--- src/rtl/ps2_frame_rx_if.sv ---
// ps2_frame_rx_if: PS/2 line inputs, receive enable and received-byte outputs.
interface ps2_frame_rx_if;
  logic ps2d;
  logic ps2c;
  logic rx_en;
  logic rx_done_tick;
  logic parity_err;
  logic frame_err;
  logic [7:0] dout;
  modport master(output ps2d, ps2c, rx_en, input rx_done_tick, dout, parity_err, frame_err);
  modport slave(input ps2d, ps2c, rx_en, output rx_done_tick, dout, parity_err, frame_err);
endinterface

--- src/rtl/ps2_frame_rx.sv ---
// ps2_frame_rx: PS/2 device-to-host frame receiver with clock glitch filter, parity/stop checks and inter-edge timeout.
module ps2_frame_rx #(
  parameter int FILTER_LEN  = 8,
  parameter int TIMEOUT_CYC = 100000
) (
  input logic clk,
  input logic reset,
  ps2_frame_rx_if.slave bus
);
  localparam int TW = $clog2(TIMEOUT_CYC + 1);
  typedef enum logic [1:0] {IDLE, RECV, LOAD} state_t;
  state_t state_q, state_d;
  logic [1:0] c_sync_q, d_sync_q;
  logic [FILTER_LEN-1:0] filt_q, filt_d;
  logic fc_q, fc_d;
  logic fall_edge, bit_s, timeout, load, par_ok;
  logic [3:0] cnt_q, cnt_d;
  logic [TW-1:0] to_q, to_d;
  logic [9:0] sh_q, sh_d;
  logic [7:0] dout_q;
  assign filt_d = FILTER_LEN'({c_sync_q[1], filt_q} >> 1);
  assign fc_d = (filt_q == '0) ? 1'b0 : (&filt_q) ? 1'b1 : fc_q;
  assign fall_edge = fc_q & ~fc_d;
  assign bit_s = d_sync_q[1];
  always_ff @(posedge clk) begin
    if (reset) begin
      c_sync_q <= '1;
      d_sync_q <= '1;
      filt_q <= '1;
      fc_q <= 1'b1;
      state_q <= IDLE;
      cnt_q <= '0;
      to_q <= '0;
      sh_q <= '0;
      dout_q <= '0;
    end else begin
      c_sync_q <= {c_sync_q[0], bus.ps2c};
      d_sync_q <= {d_sync_q[0], bus.ps2d};
      filt_q <= filt_d;
      fc_q <= fc_d;
      state_q <= state_d;
      cnt_q <= cnt_d;
      to_q <= to_d;
      sh_q <= sh_d;
      dout_q <= bus.dout;
    end
  end
  always_comb begin
    state_d = state_q;
    cnt_d = cnt_q;
    to_d = to_q;
    sh_d = sh_q;
    timeout = 1'b0;
    case (state_q)
      IDLE: if (fall_edge && bus.rx_en && !bit_s) begin
        state_d = RECV;
        cnt_d = 4'd10;
        to_d = '0;
      end
      RECV: if (fall_edge) begin
        sh_d = {bit_s, sh_q[9:1]};
        cnt_d = cnt_q - 4'd1;
        to_d = '0;
        state_d = (cnt_q == 4'd1) ? LOAD : RECV;
      end else if (to_q == TW'(TIMEOUT_CYC - 1)) begin
        timeout = 1'b1;
        state_d = IDLE;
      end else begin
        to_d = to_q + TW'(1);
      end
      default: state_d = IDLE;
    endcase
  end
  // sh_q holds {stop, parity, d7..d0} once LOAD is reached
  assign load = state_q == LOAD;
  assign par_ok = ^sh_q[8:0];
  assign bus.frame_err = (load & ~sh_q[9]) | timeout;
  assign bus.parity_err = load & sh_q[9] & ~par_ok;
  assign bus.rx_done_tick = load & sh_q[9] & par_ok;
  assign bus.dout = bus.rx_done_tick ? sh_q[7:0] : dout_q;
endmodule

--- src/flat_wrapper.sv ---
// flat-port wrapper written by rule: the top's interface ports become plain ports
module ps2_frame_rx_flat 
#(
  parameter int FILTER_LEN  = 8,
  parameter int TIMEOUT_CYC = 100000
)
  (clk, reset, bus_ps2d, bus_ps2c, bus_rx_en, bus_rx_done_tick, bus_dout, bus_parity_err, bus_frame_err);
  ps2_frame_rx_if bus_i ();
  input logic clk;
  input logic reset;
  input wire logic [$bits(bus_i.ps2d)-1:0] bus_ps2d;
  input wire logic [$bits(bus_i.ps2c)-1:0] bus_ps2c;
  input wire logic [$bits(bus_i.rx_en)-1:0] bus_rx_en;
  output wire logic [$bits(bus_i.rx_done_tick)-1:0] bus_rx_done_tick;
  output wire logic [$bits(bus_i.dout)-1:0] bus_dout;
  output wire logic [$bits(bus_i.parity_err)-1:0] bus_parity_err;
  output wire logic [$bits(bus_i.frame_err)-1:0] bus_frame_err;
  assign bus_i.ps2d = bus_ps2d;
  assign bus_i.ps2c = bus_ps2c;
  assign bus_i.rx_en = bus_rx_en;
  assign bus_rx_done_tick = bus_i.rx_done_tick;
  assign bus_dout = bus_i.dout;
  assign bus_parity_err = bus_i.parity_err;
  assign bus_frame_err = bus_i.frame_err;
  ps2_frame_rx #(.FILTER_LEN(FILTER_LEN), .TIMEOUT_CYC(TIMEOUT_CYC)) u_core (.clk(clk), .reset(reset), .bus(bus_i));
endmodule
--- config.mk ---
export PLATFORM = sky130hd
export DESIGN_NAME = ps2_frame_rx_flat
export DESIGN_NICKNAME = d
export VERILOG_FILES = /design/src/rtl/ps2_frame_rx_if.sv /design/src/rtl/ps2_frame_rx.sv /design/src/flat_wrapper.sv
export SDC_FILE = /design/constraint.sdc
export NUM_CORES = 1
export LEC_CHECK = 0
export CORE_UTILIZATION = 50
export CTS_CLUSTER_DIAMETER = 40
export DETAILED_ROUTE_END_ITERATION = 10
export PLACE_DENSITY = 0.72
export SYNTH_ARGS = -nofsm -noshare
export SYNTH_HDL_FRONTEND = slang
export SYNTH_SLANG_ARGS = --single-unit
--- constraint.sdc ---
create_clock -name clk -period 2.1 [get_ports clk]
set_clock_uncertainty 0.05 [all_clocks]
set_input_delay 0.21 -clock clk [delete_from_list [all_inputs] [get_ports clk]]
set_output_delay 0.21 -clock clk [all_outputs]
set_load 0.05 [all_outputs]
==> results_dict.tcl <==
set metrics [dict create \
    status "complete, but fails checks" \
    violations "negative setup slack" \
    synth_cells 260 \
    wl_per_cell_um 14.0 \
    cp_max_fo 9 \
    vdd_drop_max_mv 0.420 \
    startpoint_type "flip-flop" \
    final-hold-violation-count 0 \
    num_vias 2083 \
    setup_viol 13 \
    critPathSlowestCell "xnor3_2" \
    reg2reg_depth 6 \
    cts_sinks 54 \
    viasPerCell 5.47 \
    wl_um 5320 \
    yosysTopAreaCell "dfxtp_1" \
    max_freq_mhz 403 \
    crit_family "XOR/XNOR gates" \
    synth_seq_cells 54 \
    grt_util_all_layers_pct 22.1 \
    synth_area_per_cell_um2 9.38 \
    instances_no_fill 381 \
    htreeDepth 2 \
    cts_hold_buf 0 \
    cts-root-buf "clkbuf_8" \
    grt_setup_unrepaired "yes" \
    maxCapViolCount 0 \
    dr.pass1.iters 4 \
    clkTransAtPathRegs_ns 0.10 \
    rows 25 \
    holdCritPathClass "reg -> reg" \
    critPathMaxStageDelay_ns 0.49 \
    placed_area_um2 2880 \
    syn_area_um2 2440 \
    fin_nets 321 \
    dp_hpwl_um 3530 \
    relSlewSlack_pct 63.8 \
    clkLatencyLatePin_ns 0.31 \
    p_leak_nw 1.29 \
    die_w_um 71.9 \
    yosys_warnings 0 \
    synth_cell_types 47 \
    crit_cells 6 \
    pin_count 16 \
    min_period_over_period_pct 118 \
    synth_top_area_share_pct 44.3 \
    port-buffer-count 15 \
    synth_commonest_cells "dfxtp_1, nor2_1, a21oi_1, nand2_1, or2_2" \
    drc 0 \
    grt_pass1_wl_um 8910 \
    syn-num-nets 268 \
    clockBufferDepth 2 \
    whs_path_depth 1 \
    ys_top_cells_by_area "dfxtp_1, mux2_2, nor2_1" \
    cellPowerDensity_nw_per_um2 587 \
    grt.overflow.total 0 \
    die_area_um2 5160 \
    cts_buffers 5 \
    finalWorstSetupSlack_ns -0.379 \
    dp_cells 366 \
    finalSetupTns_ns -3.44 \
    path_buf_inv 2 \
    path_class "reg -> out" \
    core_region_area_um2 4720 \
    die-height_um 71.9 \
    grt_max_degree 38 \
    synth_most_common_cell "dfxtp_1" \
    finalPower_mw 1.90 \
    antenna_found_initial 0 \
    tightest_slew_ns 0.540 \
    cts_tree "done" \
    synth_edf_count 0 \
    yosysSeqAreaShare_pct 44.3 \
    synthFlopType "dfxtp_1" \
    design_area_um2 3240 \
    cp-end-kind "primary output" \
    cp.required_ns 1.84 \
    drtIter0Drc 75 \
    first_global_vias 1945 \
    postRouteAntennaNets 0 \
    whs_ns 0.369 \
    routabilityCongestion 0.888 \
    arrival_ns 2.22 \
    async_reset_ff_share_pct 0 \
    area_growth_pct 32.6 \
    crit_chain "xor2_1 -> xnor3_2 -> mux2i_4 -> buf_12 -> mux2_2 -> buf_6" \
    start_util_pct 51.7 \
    drv_slew 0 \
    fin_crit_ns 2.48 \
    insertedDiodeCount 0 \
    drive_gt1_share_pct 35.0 \
]
## flip-flops by register name, summed over array words and instances, names as in the netlist
register	count
u_core.to_q	17
u_core.filt_q	8
u_core.d_sync_q	2
u_core.dout_q	8
u_core.state_q	2
u_core.fc_q	1
u_core.sh_q	10
u_core.c_sync_q	2
u_core.cnt_q	4
## what timing repair did
action                     in CTS  in global routing
setup buffers                   6                  2
resized for setup              21                 18
cloned                          0                  0
setup endpoints to repair      11                 32
pin swaps                       6                 14
## path summary, 6_finish.rpt
path | startpoint | endpoint | slack, ns
worst min-delay path | u_core.c_sync_q[0]$_SDFF_PP1_ | u_core.c_sync_q[1]$_SDFF_PP1_ | 0.37
worst max register to register | u_core.filt_q[0]$_SDFF_PP1_ | u_core.to_q[13]$_SDFFE_PP0P_ | -0.11
worst max-delay path | u_core.sh_q[4]$_SDFFE_PP0P_ | bus_dout[4] | -0.38
worst min register to register | u_core.c_sync_q[0]$_SDFF_PP1_ | u_core.c_sync_q[1]$_SDFF_PP1_ | 0.37
## placed cells by master (no fill, tap or decap), drive strengths merged, types with 3 or more instances in the layout
cell,count
clkbuf,5
or4,3
a31oi,6
nand4,5
xor2,4
xnor2,4
and2,8
nand3,10
o21ai,8
a21oi,14
nor4,4
o31ai,3
nor3,9
clkdlybuf4s50,4
buf,49
or3,5
mux2i,11
nor2,27
dfxtp,54
a311oi,4
or2,13
nand2,13
inv,9
ha,3
mux2,9
## metal layers
| layer | vias up | part of all wire, % | global-route usage [%] |
|---|---|---|---|
| met5 | - | 0 | 0 |
| met4 | 0 | 1.1 | 6.75 |
| li1 | 1042 | - | - |
| met1 | 1007 | 48 | 29.3 |
| met2 | 26 | 48 | 36.2 |
| met3 | 8 | 2.6 | 4.78 |
## layout make-up
type	count	area (um^2)
repair buffers	53	482
fillers	371	1490
clock inverters	3	68.8
clock buffers	5	68.8
flip-flops and latches	54	1090
multi-input cells	190	1410
well taps	67	83.8
inverters	9	33.8
## where the power goes
part,internal [mW],switching [mW]
sequential,1.03,0.00242
combinational,0.0160,0.0225
clock,0.478,0.354
## cells by family (layout without fill, tap and decap cells)
kind of cell	after synthesis	in the layout	synth area share (%)
buf+inv	16	70	2.46
xor+xnor	10	10	4.72
mux	20	20	8.82
simple gates	113	113	25.4
compound gates	44	44	12.8
flops	54	54	44.3
fa+ha+maj	3	3	1.54
## per-stage QoR
step / utilization [%] / setup slack, ns
finish: 68.5 / -0.379
global route: 68.5 / -0.447
CTS: 66.6 / -0.318
detailed placement: 60.9 / -0.0889
global placement: 60.9 / -0.0457
floorplan: - / -0.0552
(Power assumes the default switching activity.)
